`src/rtl/decode_stage.sv`:
```
// decode_stage: registered instruction decode with HALT FSM, load-use bubbles, illegal detection and instruction counter
module decode_stage #(
  parameter int DATA_WIDTH = 32,
  parameter int CNT_W = 16
) (
  input  logic                  clk,
  input  logic                  rst_n,
  input  logic                  in_valid,
  output logic                  in_ready,
  input  logic [31:0]           instruction,
  input  logic                  resume,
  output logic                  out_valid,
  input  logic                  out_ready,
  output logic [4:0]            reg1,
  output logic [4:0]            reg2,
  output logic [4:0]            reg3,
  output logic [4:0]            s_r_amount,
  output logic [DATA_WIDTH-1:0] im_data,
  output logic [4:0]            alu_opcode,
  output logic [1:0]            jump_mux_signal,
  output logic                  write_back_on_register_mux_signal,
  output logic                  alu_input_mux_signal,
  output logic                  register_write_word_enable,
  output logic                  register_write_byte_enable,
  output logic                  memwrite_enable_a,
  output logic                  memwrite_enable_b,
  output logic                  memread_enable_a,
  output logic                  memread_enable_b,
  output logic                  PC_enable,
  output logic                  halted,
  output logic                  illegal,
  output logic                  stall,
  output logic [CNT_W-1:0]      instr_count
);
  typedef enum logic {RUN, HALT} state_t;
  state_t state, state_nx;
  logic [5:0] op;
  logic acc, halt_op, pend_v;
  logic [4:0] pend_r, d_reg1, d_reg2, d_reg3, d_sra, d_alu;
  logic [DATA_WIDTH-1:0] d_imm, sext;
  logic [1:0] d_jmp;
  logic d_wb, d_am, d_rw, d_rb, d_mwa, d_mwb, d_mra, d_mrb;
  assign op = instruction[31:26];
  assign sext = {{(DATA_WIDTH-16){instruction[15]}}, instruction[15:0]};
  assign halt_op = op == 6'd0 || op[5];
  assign stall = pend_v && pend_r != 5'd0 && in_valid && (d_reg1 == pend_r || d_reg2 == pend_r);
  assign in_ready = state == RUN && !stall && (!out_valid || out_ready);
  assign acc = in_valid && in_ready;
  assign PC_enable = state == RUN;
  assign halted = state == HALT;
  always_comb begin
    d_reg1 = '0;
    d_reg2 = '0;
    d_reg3 = '0;
    d_sra = '0;
    d_alu = '0;
    d_imm = '0;
    d_jmp = '0;
    d_wb = 1'b0;
    d_am = 1'b0;
    d_rw = 1'b0;
    d_rb = 1'b0;
    d_mwa = 1'b0;
    d_mwb = 1'b0;
    d_mra = 1'b0;
    d_mrb = 1'b0;
    if (op >= 6'd1 && op <= 6'd15) begin
      d_reg3 = instruction[25:21];
      d_reg1 = instruction[20:16];
      d_reg2 = instruction[15:11];
      d_sra = instruction[10:6];
      d_alu = {1'b0, op[3:0]};
      d_rw = 1'b1;
      d_wb = 1'b1;
    end else if (op >= 6'd16 && op <= 6'd23) begin
      d_reg3 = instruction[25:21];
      d_reg1 = instruction[20:16];
      d_imm = sext;
      d_am = 1'b1;
      d_rw = 1'b1;
      d_wb = 1'b1;
      d_alu = op[2:0] == 3'd6 ? 5'd9 : op[2:0] == 3'd7 ? 5'd10 :
              op[2:0] >= 3'd2 ? {2'b0, op[2:0]} - 5'd1 : 5'd0;
    end else if (op >= 6'd24 && op <= 6'd27) begin
      d_reg1 = instruction[20:16];
      d_imm = sext;
      d_alu = 5'd1;
      d_am = 1'b1;
      if (!op[0]) begin
        d_reg3 = instruction[25:21];
        d_mra = !op[1];
        d_mrb = op[1];
        d_rw = !op[1];
        d_rb = op[1];
      end else begin
        d_reg2 = instruction[25:21];
        d_mwa = !op[1];
        d_mwb = op[1];
      end
    end else if (op == 6'd28) begin
      d_jmp = 2'd3;
    end else if (op == 6'd29) begin
      d_jmp = 2'd2;
      d_reg1 = instruction[25:21];
    end else if (op == 6'd30 || op == 6'd31) begin
      d_reg1 = instruction[25:21];
      d_reg2 = instruction[20:16];
      d_imm = sext;
      d_jmp = 2'd1;
      d_alu = op[0] ? 5'd15 : 5'd16;
    end
  end
  always_comb begin
    state_nx = state == RUN ? (acc && halt_op ? HALT : RUN) : (resume ? RUN : HALT);
  end
  always_ff @(posedge clk) begin
    if (!rst_n) state <= RUN;
    else state <= state_nx;
  end
  always_ff @(posedge clk) begin
    if (!rst_n) begin
      out_valid <= 1'b0;
      reg1 <= '0;
      reg2 <= '0;
      reg3 <= '0;
      s_r_amount <= '0;
      im_data <= '0;
      alu_opcode <= '0;
      jump_mux_signal <= '0;
      write_back_on_register_mux_signal <= 1'b0;
      alu_input_mux_signal <= 1'b0;
      register_write_word_enable <= 1'b0;
      register_write_byte_enable <= 1'b0;
      memwrite_enable_a <= 1'b0;
      memwrite_enable_b <= 1'b0;
      memread_enable_a <= 1'b0;
      memread_enable_b <= 1'b0;
      illegal <= 1'b0;
      pend_v <= 1'b0;
      pend_r <= '0;
      instr_count <= '0;
    end else begin
      if (acc) begin
        out_valid <= !halt_op;
        reg1 <= d_reg1;
        reg2 <= d_reg2;
        reg3 <= d_reg3;
        s_r_amount <= d_sra;
        im_data <= d_imm;
        alu_opcode <= d_alu;
        jump_mux_signal <= d_jmp;
        write_back_on_register_mux_signal <= d_wb;
        alu_input_mux_signal <= d_am;
        register_write_word_enable <= d_rw;
        register_write_byte_enable <= d_rb;
        memwrite_enable_a <= d_mwa;
        memwrite_enable_b <= d_mwb;
        memread_enable_a <= d_mra;
        memread_enable_b <= d_mrb;
        instr_count <= instr_count + 1'b1;
      end else if (out_ready) begin
        out_valid <= 1'b0;
      end
      if (acc && op[5]) illegal <= 1'b1;
      pend_v <= out_valid && out_ready && (memread_enable_a || memread_enable_b);
      pend_r <= reg3;
    end
  end
endmodule

```
`config.mk`:
```
export PLATFORM = sky130hd
export DESIGN_NAME = decode_stage
export DESIGN_NICKNAME = d
export VERILOG_FILES = /design/src/rtl/decode_stage.sv
export SDC_FILE = /design/constraint.sdc
export NUM_CORES = 1
export LEC_CHECK = 0
export BUFFER_PORTS_ARGS = -buffer_cell sky130_fd_sc_hd__buf_2
export CAP_MARGIN = 10
export CORE_MARGIN = 2
export CORE_UTILIZATION = 40
export DETAILED_ROUTE_END_ITERATION = 7
export PLACE_DENSITY = 0.74
export SLEW_MARGIN = 10
export SYNTH_ARGS = -nofsm -noshare
export SYNTH_HDL_FRONTEND = slang
export SYNTH_SLANG_ARGS = --single-unit
```
`constraint.sdc`:
```
create_clock -name clk -period 8 [get_ports clk]
set_clock_uncertainty 0.05 [all_clocks]
set_input_delay 1.6 -clock clk [delete_from_list [all_inputs] [get_ports clk]]
set_output_delay 1.6 -clock clk [all_outputs]
set_load 0.005 [all_outputs]
```
### Word level (Yosys, flattened, before mapping)

Cells that the tools add are included.

| word-level totals | value |
|---|---|
| bits in registers | 91 |
| input bits | 37 |
| output and inout bits | 89 |
| word-level logic and storage cells | 131 |

| operators by class | value |
|---|---|
| $add $sub $neg | 2 |
| $lt $le $gt $ge | 7 |
| equal/unequal tests | 8 |
| mux-type cells | 68 |
| bitwise operators | 1 |
| reductions and logical operators | 25 |

Operator list:

| cell | count |
|---|---|
| 2-to-1 mux 32 bit | 6 |
| 2-to-1 mux 5 bit | 28 |
| 2-to-1 mux 1 bit | 29 |
| equality test 6 x 5 -> 1 bit (second input constant) | 4 |
| adder 16 x 1 -> 16 bit (second input constant) | 1 |
| logical AND 1 bit | 13 |
| >= comparator 6 x 5 -> 1 bit (second input constant) | 2 |
| <= comparator 6 x 5 -> 1 bit (second input constant) | 2 |
| equality test 5 bit | 2 |
| 2-to-1 mux 2 bit | 5 |
| equality test 3 bit (second input constant) | 2 |
| >= comparator 6 x 1 -> 1 bit (second input constant) | 1 |
| <= comparator 6 x 4 -> 1 bit (second input constant) | 1 |
| zero test 6 bit | 1 |
| logical OR 1 bit | 5 |
| nonzero test 5 bit | 1 |
| zero test 1 bit | 4 |
| subtractor 3 x 1 -> 4 bit (second input constant) | 1 |
| >= comparator 3 x 2 -> 1 bit (second input constant) | 1 |
| nonzero test 2 bit | 1 |
| NOT 1 bit | 1 |

### Logic depth before layout (Yosys ltp)

Gate-level depths: netlist (run 1).

| logic depth | value |
|---|---|
| depth after elaboration | 18 |
| depth in mapped cells | 15 |
| depth with buffers taken out | 10 |

### Worst setup path before layout (run 1)

Ideal clock, no wire load.

| path | value |
|---|---|
| kind | input to output |
| start point | input instruction[26] |
| end point | output in_ready |
| data arrival time | 3882 ps |
| required time | 6350 ps |
| path slack | 2468 ps |
| cell stages on the path | 11 |
| buffers on the path | 2 |
| path through | clkbuf_1 > inv_1 > ha_1 > or4b_1 > buf_2 > and2_1 > a221o_1 > xnor2_2 > nand4_4 > a21oi_1 > nor3_1 |

| between the ends | value |
|---|---|
| cells in the longest elaborated chain, start to end | 14 |
| elaborated cells between the ends (all ways) | 34 |

Ends and longest elaborated chain:

| item | RTL line | source |
|---|---|---|
| from (decl) | 10 | `input logic [31:0] instruction,` |
| equality test 6 x 5 -> 1 bit | 105 | `end else if (op == 6'd30 \|\| op == 6'd31) begin` |
| logical OR 1 bit | 105 |  |
| 2-to-1 mux 5 bit | 105 |  |
| 2-to-1 mux 5 bit | 102 | `end else if (op == 6'd29) begin` |
| 2-to-1 mux 5 bit | 100 | `end else if (op == 6'd28) begin` |
| 2-to-1 mux 5 bit | 84 | `end else if (op >= 6'd24 && op <= 6'd27) begin` |
| 2-to-1 mux 5 bit | 75 | `end else if (op >= 6'd16 && op <= 6'd23) begin` |
| 2-to-1 mux 5 bit | 67 | `if (op >= 6'd1 && op <= 6'd15) begin` |
| equality test 5 bit | 46 | `assign stall = pend_v && pend_r != 5'd0 && in_valid && (d_reg1 == pend_r \|\| d_reg2 == pend_r);` |
| logical OR 1 bit (*) | 46 |  |
| logical AND 1 bit (*) | 46 |  |
| net stall | 32 | `output logic stall,` |
| zero test 1 bit (*) | 47 | `assign in_ready = state == RUN && !stall && (!out_valid \|\| out_ready);` |
| logical AND 1 bit (*) (2 in series) | 47 |  |
| to (decl) | 9 | `output logic in_ready,` |

Mark *: on every way through the listed nets, which the timed path passes. The rest lies on a longest branch.

### Worst setup path after layout (run 1)

| path | value |
|---|---|
| start point | input instruction[26] |
| end point | output in_ready |

| between the ends | value |
|---|---|
| cells in the longest elaborated chain, start to end | 14 |
| elaborated cells between the ends (all ways) | 34 |

Ends and longest elaborated chain:

| item | RTL line |
|---|---|
| equality test 6 x 5 -> 1 bit | 105 |
| logical OR 1 bit | 105 |
| 2-to-1 mux 5 bit | 105 |
| 2-to-1 mux 5 bit | 102 |
| 2-to-1 mux 5 bit | 100 |
| 2-to-1 mux 5 bit | 84 |
| 2-to-1 mux 5 bit | 75 |
| 2-to-1 mux 5 bit | 67 |
| equality test 5 bit | 46 |
| logical OR 1 bit (*) | 46 |
| logical AND 1 bit (*) | 46 |
| zero test 1 bit (*) | 47 |
| logical AND 1 bit (*) (2 in series) | 47 |

Mark *: on every way between the ends. The rest lies on a longest branch, timed or not.

==> results.toml, run 1 <==
[route]
drt_first_pass_iters = 5
drc_errors = 0
routed_wl_um = 10700
vias = 3634
antenna_left = 0
via_per_inst = 5.41
wl_per_cell_um = 15.9
dr.first_iter.drc_count = 244

[pwr]
vdd_drop_max_uv = 86.0
total_power_mw = 0.786
leakagePower_nw = 2.08
powerDensity_nw_per_um2 = 173

[critical_path]
startpoint = "instruction[26]"
startpoint_type = "primary input"
required_ps = 6350
worstPathMaxFanout = 18
r2r_setup_slack_ps = 4640
timing.rr.start = "pend_r[2]$_SDFF_PN0_"
path_class = "in2out"
cp.arrival_ps = 4510
cp-end-kind = "primary output"

[logic_synthesis]
netlist_area_um2 = 3860
netlist_instances = 446
synth.area.top_cells = "dfxtp_1 (39%), a21oi_1 (4.8%), nand2_1 (4.5%)"
yosysWarnings = 0
postSynth.asyncResetShare_pct = 0
synth_edf_count = 0
seq_area_frac_synth_pct = 38.9
yosys.area.top_type = "dfxtp_1"
synthFlopType = "dfxtp_1"
synth.avg_cell_area_um2 = 8.65
synth_nets = 489
netlist.area_leader.share_pct = 38.9
synth_cell_types = 60
synth-seq-cells = 75

[global_route]
grt-ovfl-total = 0
grt_pass1_vias = 3212
gr-usage-all-layers_pct = 20.4
grt_max_degree = 60
grt_pass1_wl_um = 16700
antenna_found_initial = 0

[layout]
drive_gt1_share_pct = 29.7
multi_input_area_um2 = 2040
fin_util_pct = 49.0
diodes = 0
area_delta_synth_final_pct = 18.1
seq_area_um2 = 1500
layout_commonest_cell = "buf_2"
finalNetCount = 581
final_cell_mix = "buf_2 (125), dfxtp_1 (75), nand2_1 (46)"
n_fill_cell = 939

[sta]
worst_pin_slew_ps = 1030
tns_ps = 0
rsz0062_at_grt = "no"
max_freq_ghz = 0.162
period_minus_slack_ps = 6160
max-slew-margin-rel_pct = 31.0
finalCritPeriodShare_pct = 77.0
setup-violations-final = 0
hold_violations = 0
drv_slew = 0

[clocking]
cts.htree.levels = 3
clk_latency_ps = 350
cts_setup_buffers = 0
cts_resized = 0
cts.sinks = 75
cts_tree = "done"
ctsHoldBuffers = 0
cts_buffer_depth = 2
cts-root-buf = "clkbuf_8"
path_clk_slew_ps = 90
numCtsBuffers = 9

[min_path]
min_from = "im_data[1]$_SDFFE_PN0P_"
min_path_type = "reg2reg"

[die]
start_util_pct = 41.5
io_pins = 126
rows = 35
coreArea_um2 = 9280
fp.dieArea_um2 = 10400
chipHeight_um = 102
die_x_um = 102

[placed_design]
port_buffers = 125
gp_congestion = 0.933
hpwl_um = 7810

[status]
outcome = "finished clean"

[job]
maxCapViolCount = 0
[critical path, stage by stage]
cell     delay (ps)
buf_2           170
inv_1           150
ha_1            210
or4b_1          750
and2_1          310
a221o_1         420
xnor2_2         210
nand4_4         200
a21oi_1         280
nor3_1           80
buf_2           130
[path summary, 6_finish.rpt]
| path | to | cells after the start |
|---|---|---|
| max | in_ready | 11 |
| min | im_data[1]$_SDFFE_PN0P_ | 2 |
| max reg2reg | im_data[30]$_SDFFE_PN0P_ | 7 |
| min reg2reg | im_data[1]$_SDFFE_PN0P_ | 2 |
[per-layer routing]
layer,share of wire [%],vias up,track usage [%]
li1,-,1784,-
met1,44,1683,27.1
met2,46,154,32.5
met3,8.6,13,5.27
met4,1.3,0,6.77
met5,0,-,0
[cell usage after synthesis, types with 6 or more instances]
cell	count
dfxtp_1	75
nand2_1	46
nor2_1	41
a21oi_1	37
nand3_1	32
buf_4	19
mux2i_1	16
clkbuf_1	14
and3_1	11
and2_1	10
nor3_1	10
buf_2	9
inv_1	9
nand4_1	8
o211ai_1	8
o21ai_0	7
a311oi_1	6
ha_1	6
[cell families (layout without fill, tap and decap cells)]
logic type	count (synthesis)	in the layout	synth area share, %
buffers and inverters	55	152	8.27
xor gates and xnor gates	11	11	2.69
muxes	16	16	4.15
adders and majority gates	6	6	1.95
and+or+nand+nor	181	181	24.7
AOI/OAI and AO/OA	102	102	19.3
DFF	75	75	38.9
[layout make-up]
cell class | instances | area share [%]
well taps | 129 | 3.54
multi-input cells | 316 | 44.7
clock buffers | 9 | 2.72
repair buffers | 127 | 14.1
inverters | 9 | 0.742
clock inverters | 7 | 1.24
flip-flops and latches | 75 | 33.0
[per-stage QoR]
step,instance area [um^2],hold WS [ps],cells,setup slack [ps]
floorplan,3860,398,446,2470
global placement,4370,386,656,1980
detailed placement,4370,392,656,1870
CTS,4550,407,672,1850
global route,4550,424,672,1650
finish,4550,403,672,1840
[report_power, final]
group / total (mW) / switching (mW) / internal (mW) / leakage (nW)
Sequential: 0.394 / 0.00843 / 0.386 / 0.609
Combinational: 0.122 / 0.0752 / 0.0466 / 1.38
Clock: 0.271 / 0.154 / 0.117 / 0.0910
Total: 0.786 / 0.237 / 0.549 / 2.08
[state kept, by name (all words and copies together) (netlist names), 2 cells and up]
name,cells
jump_mux_signal,2
reg2,5
instr_count,16
im_data,16
alu_opcode,5
reg1,5
reg3,5
pend_r,5
s_r_amount,5
Note: power is estimated with default switching activity, not from simulation.
==> run 2: changes to the inputs <==
- ABC_AREA: not set -> 1
- PLACE_DENSITY: 0.74 -> 0.73
- clock period: 8 -> 6.35 ns (I/O delays scaled with it)
==> run 2 against run 1 <==
Global-route usage grew 0.51 points. Final area up 13%. Core utilization down 1.4 points. Clock-buffer cell count grew 2. Critical path depth grew 7. Non-clock buffer count increased by 3. Area after synthesis up 13%. Highest routed layer unchanged.
==> results.toml, run 2 <==
[critical_path]
startpoint_type = "primary input"
reg2reg_to = "register_write_word_enable$_SDFFE_PN0P_"
worstRegToRegCells = 8
required_ps = 5030
r2r_setup_slack_ps = 3640
cp.arrival_ps = 3620
startpoint = "instruction[27]"
cp-end-kind = "primary output"
path_class = "in2out"
timing.rr.start = "out_valid$_SDFFE_PN0P_"
worstPathMaxFanout = 15
crit_end = "in_ready"

[logic_synthesis]
synth.area.top_cells = "dfxtp_1 (34%), nand2_1 (18%), inv_1 (8.9%)"
synth.avg_cell_area_um2 = 6.23
synth_compound_area_share_pct = 6.04
yosysMostFrequentCell = "nand2_1"
synth_top_family_by_area = "simple AND/OR/NAND/NOR gates"
synthSimpleGateAreaFrac_pct = 38.6
synth.top_cells.by_count = "nand2_1 (205), inv_1 (104), nor2_1 (90)"
netlist_instances = 701
seq_area_frac_synth_pct = 34.4
synthAdderAreaFrac_pct = 1.72
netlist_area_um2 = 4370
synth_edf_count = 0
yosys.area.top_type = "dfxtp_1"
synth_cell_types = 31
synthFlopType = "dfxtp_1"
postSynth.asyncResetShare_pct = 0
synth_xor_area_share_pct = 3.21
synth-seq-cells = 75
yosys-mux-area-fraction_pct = 0
yosysWarnings = 0
netlist.area_leader.share_pct = 34.4
synth_nets = 744

[status]
outcome = "finished clean"

[clocking]
path_clk_slew_ps = 70
cts-root-buf = "clkbuf_8"
cts_buffer_depth = 2
clk_latency_ps = 360
numCtsBuffers = 9
cts_tree = "done"
ctsHoldBuffers = 0
cts_resized = 0
cts.htree.levels = 3
cts_setup_buffers = 0
cts.sinks = 75

[pwr]
vdd_drop_max_uv = 94.8
leakagePower_nw = 2.80
total_power_mw = 1.13
powerDensity_nw_per_um2 = 220

[sta]
worst_pin_slew_ps = 960
hold_violations = 0
tns_ps = 0
period_minus_slack_ps = 4940
finalCritPeriodShare_pct = 77.7
drv_slew = 0
rsz0062_at_grt = "no"
holdWs_ps = 399
setup-violations-final = 0
max_freq_ghz = 0.203
max-slew-margin-rel_pct = 35.9

[die]
die_x_um = 109
chipHeight_um = 109
start_util_pct = 40.7
coreArea_um2 = 10700
io_pins = 126
fp.dieArea_um2 = 11800
rows = 38

[global_route]
grt_pass1_wl_um = 19400
grt_max_degree = 56
gr-usage-all-layers_pct = 20.9
antenna_found_initial = 0
grt_pass1_vias = 3942
grt-ovfl-total = 0

[route]
wl_per_cell_um = 13.0
vias = 4544
routed_wl_um = 12100
drc_errors = 0
dr.first_iter.drc_count = 427
antenna_left = 0
via_per_inst = 4.87
drt_first_pass_iters = 6

[layout]
finalNetCount = 833
fin_util_pct = 47.7
top_regs = "im_data x16, instr_count x16"
layout_commonest_cell = "nand2_1"
n_fill_cell = 1170
drive_gt1_share_pct = 19.9
diodes = 0
final_cell_mix = "nand2_1 (205), buf_2 (125), inv_1 (104)"
area_delta_synth_final_pct = 17.2

[placed_design]
hpwl_um = 8460
port_buffers = 125
gp_congestion = 0.961

[min_path]
min_path_type = "reg2reg"

[job]
maxCapViolCount = 0
run 2: final cells by class:
cell class	count	area [um^2]	area share [%]
Clock buffer	11	131	2.56
Clock inverter	3	65.1	1.27
Inverter	112	420	8.21
Multi-Input combinational cell	462	2170	42.3
Sequential cell	75	1500	29.3
Tap cell	140	175	3.42
Timing Repair Buffer	130	663	12.9
run 2: through the flow:
stage,std cells,worst slack (ps),cell area [um^2]
floorplan,701,2020,4370
global route,933,1150,5120
CTS,933,1440,5120
finish,933,1410,5120
detailed placement,919,1450,4930
global placement,919,1510,4930
run 2: power by group:
part	switching, mW	internal (mW)
Sequential	0.0185	0.501
Clock	0.171	0.217
Combinational	0.138	0.0818
Total	0.327	0.799
run 2: critical path, stage by stage:
cell and delay (ps):
buf_2 120, inv_1 160, ha_1 250, inv_1 130, nand3_1 120, nand2_2 110, inv_1 330, nand2_1 160
nand2_1 130, nand2_1 60, nand2_1 60, nor2_1 40, nand3_1 70, nand2_1 80, nand2_2 250, inv_1 90
nor2_1 90, buf_2 110
run 2: routing by layer:
metal	GRT usage, %	routed length [um]	vias up
met1	28.7	5640	1992
met3	3.86	877	21
met5	0	0	-
met2	32.1	5350	182
met4	8.70	284	0
li1	-	-	2349
run 2: kinds of logic after synthesis:
| family | Yosys count |
|---|---|
| buffers and inverters | 164 |
| xor gates and xnor gates | 16 |
| AOI/OAI and AO/OA | 47 |
| and+or+nand+nor | 393 |
| adders and majority gates | 6 |
| DFF | 75 |
run 2: worst min-delay path by stage:
stage,to,from,cells past startpoint
CTS,pend_r[4]$_SDFF_PN0_,reg3[4]$_SDFFE_PN0P_,2
global route,pend_r[3]$_SDFF_PN0_,reg3[3]$_SDFFE_PN0P_,2
finish,pend_r[3]$_SDFF_PN0_,reg3[3]$_SDFFE_PN0P_,2
detailed placement,illegal$_SDFFE_PN0P_,illegal$_SDFFE_PN0P_,2
floorplan,pend_r[0]$_SDFF_PN0_,reg3[0]$_SDFFE_PN0P_,2
global placement,illegal$_SDFFE_PN0P_,illegal$_SDFFE_PN0P_,2
==> run 3: changes to the inputs <==
- clock period: 6.35 -> 4.6 ns (I/O delays scaled with it)
==> run 3 against run 2 <==
Clock power rose by 32%. Critical path depth unchanged. Register-to-register slack got worse by 1100 ps. First-iteration DRC count fell by 21%. Sequential cell count stayed put. Critical path type unchanged.
==> results.toml, run 3 (synthesis gave the netlist of run 2 again) <==
[status]
outcome = "finished clean"

[global_route]
grt-ovfl-total = 0
gr-usage-all-layers_pct = 20.6
top_usage_layer = "met2"
grtUsageMet2_pct = 31.4
use_met3_pct = 4.52
grt_use_met1_pct = 28.5
grt_pass1_vias = 3980
antenna_found_initial = 0
grt_pass1_wl_um = 19400
grt_max_degree = 82

[layout]
n_fill_cell = 1168
final_cell_mix = "nand2_1 (205), buf_2 (125), inv_1 (104)"
area_delta_synth_final_pct = 17.5
diodes = 0
layout_commonest_cell = "nand2_1"
drive_gt1_share_pct = 20.1
finalNetCount = 833
top_regs = "im_data x16, instr_count x16"

[placed_design]
gp_congestion = 0.931
port_buffers = 125
hpwl_um = 8380

[min_path]
worstHoldEndpoint = "pend_r[4]$_SDFF_PN0_"
min_from = "reg3[4]$_SDFFE_PN0P_"
min_path_type = "reg2reg"
min_delay_path_depth = 2

[critical_path]
worstPathMaxFanout = 12
reg2reg_to = "register_write_word_enable$_SDFFE_PN0P_"
path_class = "in2out"
r2r_setup_slack_ps = 2510
startpoint_type = "primary input"
cp-end-kind = "primary output"
worstRegToRegCells = 9
required_ps = 3630
cp.arrival_ps = 3100
timing.rr.start = "pend_r[3]$_SDFF_PN0_"

[die]
chipHeight_um = 109
die_x_um = 109
rows = 38
fp.dieArea_um2 = 11800
start_util_pct = 40.7
coreArea_um2 = 10700
io_pins = 126

[sta]
rsz0062_at_grt = "no"
worst_pin_slew_ps = 604
tns_ps = 0
holdWs_ps = 400
setup-violations-final = 0
hold_violations = 0
drv_slew = 0
finalCritPeriodShare_pct = 88.5
max-slew-margin-rel_pct = 59.7
max_freq_ghz = 0.246
period_minus_slack_ps = 4070

[clocking]
clk_latency_ps = 360
path_clk_slew_ps = 70
cts.htree.levels = 3
cts-root-buf = "clkbuf_8"
cts.sinks = 75
cts_buffer_depth = 2
cts_resized = 0
cts_tree = "done"
ctsHoldBuffers = 0
cts_setup_buffers = 0
numCtsBuffers = 9

[route]
antenna_left = 0
drt_first_pass_iters = 5
dr.first_iter.drc_count = 338
routed_wl_um = 12100
via_per_inst = 4.86
vias = 4541
drc_errors = 0
wl_per_cell_um = 13.0

[pwr]
power_switching_mw = 0.463
swShare_pct = 30.2
leakagePower_nw = 2.80
powerDensity_nw_per_um2 = 299
p_int_mw = 1.07
power_frac_comb_pct = 20.0
seqPwrFrac_pct = 46.7
vdd_drop_max_uv = 114
p_clk_share_pct = 33.3

[job]
maxCapViolCount = 0
## run 3: changes by cell type in the layout (fill, tap and decap cells not counted)
cell        change
buf_4           -1
bufinv_16       -1
buf_12          +1
clkbuf_8        +1
clkinvlp_4      +2
## run 3: worst max path at each step
stage	start	end	slack [ps]	cells after the start
2_1_floorplan	instruction[27]	in_ready	970	18
3_3_place_gp	instruction[27]	in_ready	540	18
3_5_place_dp	instruction[27]	in_ready	590	18
4_1_cts	instruction[27]	in_ready	560	18
5_1_grt	instruction[27]	in_ready	320	18
6_report	instruction[27]	in_ready	530	18
## run 3: power groups by stage
stage               Clock (mW)  Sequential [mW]  Combinational [mW]
floorplan                    0            0.733               0.202
global placement             0            0.730               0.305
detailed placement           0            0.731               0.305
CTS                      0.526            0.716               0.307
global route             0.553            0.721               0.351
finish                   0.511            0.716               0.307
## run 3: per-stage QoR
| stage | setup slack [ps] | area [um^2] | utilization, % | std cells | power, mW |
|---|---|---|---|---|---|
| 2_1_floorplan | 973 | 4370 | - | 701 | 0.935 |
| 3_3_place_gp | 539 | 4940 | 46.0 | 919 | 1.04 |
| 3_5_place_dp | 585 | 4940 | 46.0 | 919 | 1.04 |
| 4_1_cts | 564 | 5130 | 47.8 | 935 | 1.55 |
| 5_1_grt | 317 | 5130 | 47.8 | 935 | 1.62 |
| 6_report | 529 | 5130 | 47.8 | 935 | 1.53 |
## run 3: cell type report
type | instances | area, um^2 | share of cell area, %
clock inverter | 4 | 50.0 | 0.975
multi-input combinational | 462 | 2170 | 42.2
clock buffer | 12 | 145 | 2.83
inverter | 112 | 420 | 8.19
timing repair buffer | 130 | 676 | 13.2
tap | 140 | 175 | 3.41
sequential | 75 | 1500 | 29.2
## run 3: worst max-delay path, stage by stage
cell	delay (ps)
buf_2	120
inv_1	130
ha_1	240
inv_1	140
nand3_1	120
nand2_2	110
inv_1	310
nand2_1	180
nand2_1	130
nand2_1	50
nand2_1	80
nor2_1	50
nand3_1	80
nand2_1	80
nand2_2	110
inv_1	60
nor2_1	70
buf_2	110
## run 3: per-layer routing
layer	share of wire, %	routed length [um]
met4	2.3	274
met5	0	0
met2	43	5190
met1	48	5800
met3	7.1	861
